[src/rtl/ex_mul_if.sv]
// Handshake bundle between the ID/EX operand side and the EX/MEM result side
// of the iterative multiplier.
interface ex_mul_if #(
    parameter int XLEN = 32
);
    logic            in_valid;
    logic            in_ready;
    logic [2:0]      funct3;
    logic [XLEN-1:0] rs1_val;
    logic [XLEN-1:0] rs2_val;
    logic [4:0]      rd;
    logic            out_valid;
    logic            out_ready;
    logic [XLEN-1:0] out_result;
    logic [4:0]      out_rd;
    logic            busy;

    modport master (
        output in_valid, funct3, rs1_val, rs2_val, rd, out_ready,
        input  in_ready, out_valid, out_result, out_rd, busy
    );

    modport slave (
        input  in_valid, funct3, rs1_val, rs2_val, rd, out_ready,
        output in_ready, out_valid, out_result, out_rd, busy
    );
endinterface

[src/rtl/ex_mul_unit.sv]
// Iterative shift-add RV32M multiplier, one multiplier bit per cycle.
// Define MUL_HIGH_EN for MULH/MULHSU/MULHU; otherwise every op is an unsigned low-half MUL.
module ex_mul_unit #(
    parameter int XLEN = 32
) (
    input  logic     clock,
    input  logic     reset,
    input  logic     flush,
    ex_mul_if.slave  bus
);
    localparam int CW = $clog2(XLEN);
`ifdef MUL_HIGH_EN
    localparam int ACCW = 2 * XLEN;
`else
    localparam int ACCW = XLEN;
`endif
    localparam logic [CW-1:0] CNT_ONE = {{(CW-1){1'b0}}, 1'b1};

    typedef enum logic [1:0] {
        S_IDLE,
        S_RUN,
        S_DONE
    } state_t;

    state_t          r_state;
    logic [ACCW-1:0] r_acc;
    logic [ACCW-1:0] r_mcand;
    logic [XLEN-1:0] r_mplier;
    logic [CW-1:0]   r_cnt;
    logic [4:0]      r_tag;
    logic [XLEN-1:0] r_result;
    logic [4:0]      r_out_rd;
    logic            r_valid;
    logic            r_busy;

    logic            w_in_ready;
    logic            w_accept;
    logic [XLEN-1:0] w_mag1;
    logic [XLEN-1:0] w_mag2;
    logic [ACCW-1:0] w_acc_next;
    logic [XLEN-1:0] w_res;

    assign w_in_ready = (r_state == S_IDLE) && !reset && !flush;
    assign w_accept   = bus.in_valid && w_in_ready;
    assign w_acc_next = r_acc + (r_mplier[0] ? r_mcand : {ACCW{1'b0}});

`ifdef MUL_HIGH_EN
    localparam logic [XLEN-1:0] ONE_X = {{(XLEN-1){1'b0}}, 1'b1};
    localparam logic [ACCW-1:0] ONE_A = {{(ACCW-1){1'b0}}, 1'b1};

    logic            r_neg;
    logic [1:0]      r_op;
    logic            w_s1;
    logic            w_s2;
    logic [ACCW-1:0] w_prod;
    logic            w_unused;

    // MULH and MULHSU treat rs1 as signed; only MULH treats rs2 as signed.
    assign w_s1   = ((bus.funct3[1:0] == 2'b01) || (bus.funct3[1:0] == 2'b10)) && bus.rs1_val[XLEN-1];
    assign w_s2   = (bus.funct3[1:0] == 2'b01) && bus.rs2_val[XLEN-1];
    assign w_mag1 = w_s1 ? (~bus.rs1_val + ONE_X) : bus.rs1_val;
    assign w_mag2 = w_s2 ? (~bus.rs2_val + ONE_X) : bus.rs2_val;
    assign w_prod = r_neg ? (~w_acc_next + ONE_A) : w_acc_next;
    assign w_res  = (r_op == 2'b00) ? w_prod[XLEN-1:0] : w_prod[ACCW-1:XLEN];
    assign w_unused = bus.funct3[2];

    always_ff @(posedge clock) begin
        if (reset) begin
            r_neg <= 1'b0;
            r_op  <= 2'b00;
        end else if (w_accept) begin
            r_neg <= w_s1 ^ w_s2;
            r_op  <= bus.funct3[1:0];
        end
    end
`else
    logic w_unused;

    assign w_mag1   = bus.rs1_val;
    assign w_mag2   = bus.rs2_val;
    assign w_res    = w_acc_next[XLEN-1:0];
    assign w_unused = ^bus.funct3;
`endif

    always_ff @(posedge clock) begin
        if (reset) begin
            r_state  <= S_IDLE;
            r_acc    <= '0;
            r_mcand  <= '0;
            r_mplier <= '0;
            r_cnt    <= '0;
            r_tag    <= '0;
            r_result <= '0;
            r_out_rd <= '0;
            r_valid  <= 1'b0;
            r_busy   <= 1'b0;
        end else if (flush) begin
            r_state <= S_IDLE;
            r_valid <= 1'b0;
            r_busy  <= 1'b0;
        end else begin
            case (r_state)
                S_IDLE: begin
                    if (bus.in_valid) begin
                        r_state  <= S_RUN;
                        r_acc    <= '0;
                        r_mcand  <= ACCW'(w_mag1);
                        r_mplier <= w_mag2;
                        r_cnt    <= CW'(XLEN - 1);
                        r_tag    <= bus.rd;
                        r_busy   <= 1'b1;
                    end
                end
                S_RUN: begin
                    r_acc    <= w_acc_next;
                    r_mcand  <= r_mcand << 1;
                    r_mplier <= r_mplier >> 1;
                    r_cnt    <= r_cnt - CNT_ONE;
                    // Last partial product is folded in on the same edge the result is latched.
                    if (r_cnt == '0) begin
                        r_state  <= S_DONE;
                        r_result <= w_res;
                        r_out_rd <= r_tag;
                        r_valid  <= 1'b1;
                    end
                end
                S_DONE: begin
                    if (bus.out_ready) begin
                        r_state <= S_IDLE;
                        r_valid <= 1'b0;
                        r_busy  <= 1'b0;
                    end
                end
                default: begin
                    r_state <= S_IDLE;
                    r_valid <= 1'b0;
                    r_busy  <= 1'b0;
                end
            endcase
        end
    end

    assign bus.in_ready   = w_in_ready;
    assign bus.out_valid  = r_valid;
    assign bus.out_result = r_result;
    assign bus.out_rd     = r_out_rd;
    assign bus.busy       = r_busy;
endmodule

[src/flat_wrapper.sv]
// flat-port wrapper written by rule: the top's interface ports become plain ports
module ex_mul_unit_flat 
#(
    parameter int XLEN = 32
)
  (clock, reset, flush, bus_in_valid, bus_funct3, bus_rs1_val, bus_rs2_val, bus_rd, bus_out_ready, bus_in_ready, bus_out_valid, bus_out_result, bus_out_rd, bus_busy);
  ex_mul_if #(.XLEN(XLEN)) bus_i ();
  input  logic clock;
  input  logic reset;
  input  logic flush;
  input wire logic [$bits(bus_i.in_valid)-1:0] bus_in_valid;
  input wire logic [$bits(bus_i.funct3)-1:0] bus_funct3;
  input wire logic [$bits(bus_i.rs1_val)-1:0] bus_rs1_val;
  input wire logic [$bits(bus_i.rs2_val)-1:0] bus_rs2_val;
  input wire logic [$bits(bus_i.rd)-1:0] bus_rd;
  input wire logic [$bits(bus_i.out_ready)-1:0] bus_out_ready;
  output wire logic [$bits(bus_i.in_ready)-1:0] bus_in_ready;
  output wire logic [$bits(bus_i.out_valid)-1:0] bus_out_valid;
  output wire logic [$bits(bus_i.out_result)-1:0] bus_out_result;
  output wire logic [$bits(bus_i.out_rd)-1:0] bus_out_rd;
  output wire logic [$bits(bus_i.busy)-1:0] bus_busy;
  assign bus_i.in_valid = bus_in_valid;
  assign bus_i.funct3 = bus_funct3;
  assign bus_i.rs1_val = bus_rs1_val;
  assign bus_i.rs2_val = bus_rs2_val;
  assign bus_i.rd = bus_rd;
  assign bus_i.out_ready = bus_out_ready;
  assign bus_in_ready = bus_i.in_ready;
  assign bus_out_valid = bus_i.out_valid;
  assign bus_out_result = bus_i.out_result;
  assign bus_out_rd = bus_i.out_rd;
  assign bus_busy = bus_i.busy;
  ex_mul_unit #(.XLEN(XLEN)) u_core (.clock(clock), .reset(reset), .flush(flush), .bus(bus_i));
endmodule
[config.mk]
export PLATFORM = sky130hd
export DESIGN_NAME = ex_mul_unit_flat
export DESIGN_NICKNAME = d
export VERILOG_FILES = /design/src/rtl/ex_mul_if.sv /design/src/rtl/ex_mul_unit.sv /design/src/flat_wrapper.sv
export SDC_FILE = /design/constraint.sdc
export NUM_CORES = 1
export LEC_CHECK = 0
export ABC_AREA = 1
export BUFFER_PORTS_ARGS = -buffer_cell sky130_fd_sc_hd__buf_2
export CAP_MARGIN = 20
export CORE_ASPECT_RATIO = 1.2
export CORE_MARGIN = 8
export CORE_UTILIZATION = 55
export CTS_BUF_LIST = sky130_fd_sc_hd__clkbuf_16
export DETAILED_ROUTE_END_ITERATION = 16
export PLACE_DENSITY = 0.85
export REMOVE_ABC_BUFFERS = 1
export SKIP_LAST_GASP = 1
export SYNTH_ARGS = -nofsm -noshare
export SYNTH_HDL_FRONTEND = slang
export SYNTH_SLANG_ARGS = --single-unit
[constraint.sdc]
create_clock -name clock -period 3.1 [get_ports clock]
set_input_delay 0.775 -clock clock [delete_from_list [all_inputs] [get_ports clock]]
set_output_delay 0.775 -clock clock [all_outputs]
set_load 0.005 [all_outputs]
==> out/results.env <==
CLOCK_GROUP_SHARE_OF_TOTAL_POWER=0.456
POST_SYNTH_NUM_CELL_TYPES=32
COUNT_OF_FLIP_FLOPS_WITH_A_BUILT_IN_ENABLE_AFTER_SYNTHESIS=0
FLOORPLAN.INITIALDENSITY=0.560
POWERDENSITY_mW_PER_MM2=464
AVGVIACOUNTPERCELL=5.08
STARTPOINT_CLASS_OF_THE_CRITICAL_PATH='flop'
SYNTH.LARGEST_AREA_CELL='dfxtp_1'
CTS.REPAIR_TIMING.SETUP_BUFFER_COUNT=0
MIN_PERIOD_OVER_PERIOD=0.800
CLK_ROOT_BUFFER_CELL='clkbuf_16'
WORST-PATH-STAGES=19
CLOCK.FMAX_MHz=403
POST-DP-HPWL_UM=15200
FINALSETUPVIOLATIONS=0
DRT.ANTENNA.VIOLATING_NETS=0
DRT_PRE_ANTENNA_ITERS=7
DIE-AREA_MM2=0.0194
PATH_CLK_SLEW_NS=0.07
FINISH.NET_COUNT=1537
PLACE.PORT_BUFFERS=113
CLOCK_SKEW_NS=0.0147
SYNTHESIS.YOSYS.WARNINGS=0
DIODE_COUNT=0
POST-ROUTE-MIN-PERIOD_NS=2.48
CTS_MADE_BUFFERS=17
CRITICAL_PATH_END_TYPE='flop'
PLACEABLECOREAREA_MM2=0.0149
ROWS=49
CRITPATHBUFINV=4
SYNTH_COMMONEST_CELLS='nand2_1 (490), inv_1 (192), dfxtp_1 (147)'
OUTCOME='completed'
POSTSYNTH.ASYNCRESETSHARE=0
CRIT_TYPE='reg2reg'
PIN_COUNT_OF_THE_BIGGEST_NET_ENTERING_GLOBAL_ROUTING=84
CP_DATA_REQUIRED_TIME_NS=3.44
YOSYS.CELL_COUNT.TOP_TYPE='nand2_1'
FINALMAXSLEWVIOLATIONS=0
POSTSYNTHAREAPERCELL_UM2=6.22
SETUP.WORST_PATH.START='u_core.r_mplier[0]'
YOSYS_REGISTER_BITS=147
LAYOUT-DRIVE-GT1-SHARE=0.120
GP_CONGESTION=0.924
CRIT_END='u_core.bus.out_result[24]'
RR_ENDPOINT='u_core.bus.out_result[24]'
MAX_SLEW_MARGIN=0.626
REG2REG_FROM='u_core.r_mplier[0]'
MAX_CAP_VIOLATIONS=0
COMBPWRFRAC=0.090
FINAL.SETUP.TNS_NS=0
HOLD_PATH_DEPTH=2
TRITONCTS='yes'
DESIGN_AREA_MM2=0.00961
FINISH.UTILIZATION=0.645
AREAGROWTHSYNTHTOFINISH_PCT=15.2
WORST-ENDPOINT-ARRIVAL_NS=2.82
REG2REG_SETUP_SLACK_NS=0.62
INTERNAL_POWER_mW=3.31
SYNTH_AREA_MM2=0.00834
WL_PER_CELL_UM=12.9
GRTUSAGETOTAL=0.225
VIAS=8352
SYNTH_SEQ_AREA_SHARE=0.353
POWER.LEAKAGE_nW=5.20
POST_CTS_HOLD_BUFFER_COUNT=0
CRITPATHMOSTFREQUENTCELL='nand2_1'
DIE_H_UM=151
CTS-HTREE-LEVELS=4
WORST-PATH-MAX-FANOUT=4
CRIT_PATH_TOP_DELAY_CELL='dfxtp_1'
INITIAL_ANTENNA_VIOLATION_COUNT=0
HOLD_CLASS='reg2reg'
YS_DOMINANT_REG_CELL='dfxtp_1'
TIMING.FINAL.HOLD_VIOLATIONS=0
GR-TOTAL-OVERFLOW=0
CLK_LATENCY_NS=0.44
POWER.IR.VDD_WORST_mV=0.399
CTS_SINKS=147
GRT_PASS1_VIAS=7919
SYNTH.TOP_CELLS.BY_AREA='dfxtp_1 (35%), nand2_1 (22%), inv_1 (8.6%), nor2_1 (5.4%), ha_1 (4.9%)'
SW_SHARE=0.258
WORST_PATH_DOMINANT_CELL_FAMILY='simple AND/OR/NAND/NOR gates'
WORST_SETUP_SLACK_POST_DPL_NS=0.648
GRT_PASS1_WL_UM=35600
POST_CTS.RESIZED_INSTANCES=0
WORST_SLEW_PIN_SLEW_NS=0.560
MAX-CLOCK-PATH-BUFFERS=2
CELL_CHAIN_OF_THE_CRITICAL_PATH='nand2_1 -> inv_1 -> ha_1 -> inv_1 -> fa_1 -> inv_1 -> nand3_1 -> nand2_2 -> nand2_1 -> nand2_1 -> nand2_1 -> nand2_1 -> nand2_1 -> nand2_1 -> nand2_1 -> nand2_1 -> nand2_1 -> nand2_1 -> inv_1'
OVERALL_ROUTED_NET_LENGTH_UM=21300
GRT_SETUP_UNREPAIRED='false'
DETAIL_ROUTE.ITER0.VIOLATIONS=560
NET-SWITCHING-POWER_mW=1.15
R2R.WORST_PATH.CELLS=19
FLOORPLAN.IO_PINS=117
SYN_INST=1341
SEQUENTIALPOWERSHARE=0.455
CPPEAKSTAGEDELAY_NS=0.44
YOSYS.AREA.TOP_TYPE_SHARE=0.353
DIE-WIDTH_UM=128
DRC_ERRORS=0
TIMING.FINAL.WS_SETUP_NS=0.620
POSTPLACECELLAREA_MM2=0.00903
[metrics by stage]
stage	total power, mW	hold slack [ns]	instances
2_1_floorplan	2.29	0.435	1282
3_3_place_gp	2.45	0.446	1611
3_5_place_dp	2.46	0.457	1611
4_1_cts	4.48	0.466	1643
5_1_grt	4.62	0.484	1643
6_report	4.46	0.461	1643
[worst min path at each step]
stage / start / end
global route: u_core.r_mplier[31] / u_core.r_mplier[31]
global placement: u_core.bus.out_result[2] / u_core.bus.out_result[2]
finish: u_core.bus.out_valid / u_core.bus.out_valid
floorplan: u_core.r_mplier[31] / u_core.r_mplier[31]
CTS: u_core.r_mplier[31] / u_core.r_mplier[31]
detailed placement: u_core.r_mplier[31] / u_core.r_mplier[31]
[worst min-delay path, cell delays in order (launching register included)]
cell and delay (ns):
dfxtp_1 0.30, nand2_1 0.06, a21oi_1 0.05
[state kept, by name, summed over array words and instances (netlist names), 2 cells and up]
name and cells:
u_core.bus.out_result 32, u_core.bus.out_rd 5, u_core.r_state 2, u_core.r_cnt 5
u_core.r_mcand 32, u_core.r_acc 32, u_core.r_mplier 32, u_core.r_tag 5
[logic make-up (layout without fill, tap and decap cells)]
group           count (synthesis)  count (layout)  share of synthesized area
fa+ha+maj                      34              34                     0.0519
simple gates                  670             670                      0.316
buf+inv                       255             353                      0.119
xor+xnor                       16              16                     0.0177
compound gates                219             219                      0.143
flops                         147             147                      0.353
[cell type report]
type,instances,area [um^2]
clock buffer,17,425
clock inverter,15,155
fill,1355,5290
inverter,196,736
multi-input combinational,939,4410
sequential,147,2940
tap,204,255
timing repair buffer,125,681
[metal layers]
| layer | GRT usage | wire, um |
|---|---|---|
| met5 | 0 | 0 |
| met4 | 0.0971 | 438 |
| met3 | 0.0546 | 1430 |
| met2 | 0.378 | 10300 |
| met1 | 0.269 | 9130 |
[power groups by stage]
stage | combinational [mW] | clock, mW | sequential, mW
final | 0.400 | 2.03 | 2.03
after global routing | 0.451 | 2.13 | 2.04
after CTS | 0.400 | 2.05 | 2.03
after detailed placement | 0.397 | 0 | 2.07
after global placement | 0.388 | 0 | 2.07
after floorplan | 0.231 | 0 | 2.06
[layout by cell type, fill, tap and decap left out, types with 5 or more instances in the layout]
master,netlist,final
a21oi_1,67,67
a31oi_1,62,62
buf_2,18,113
buf_4,4,10
clkbuf_16,0,17
dfxtp_1,147,147
ha_1,33,33
inv_1,192,192
nand2_1,490,490
nand3_1,37,37
nor2_1,120,119
nor3_1,5,5
o21ai_0,65,65
o21ai_1,19,19
xor2_1,12,12
No activity file was read; power rests on OpenSTA's default activity.
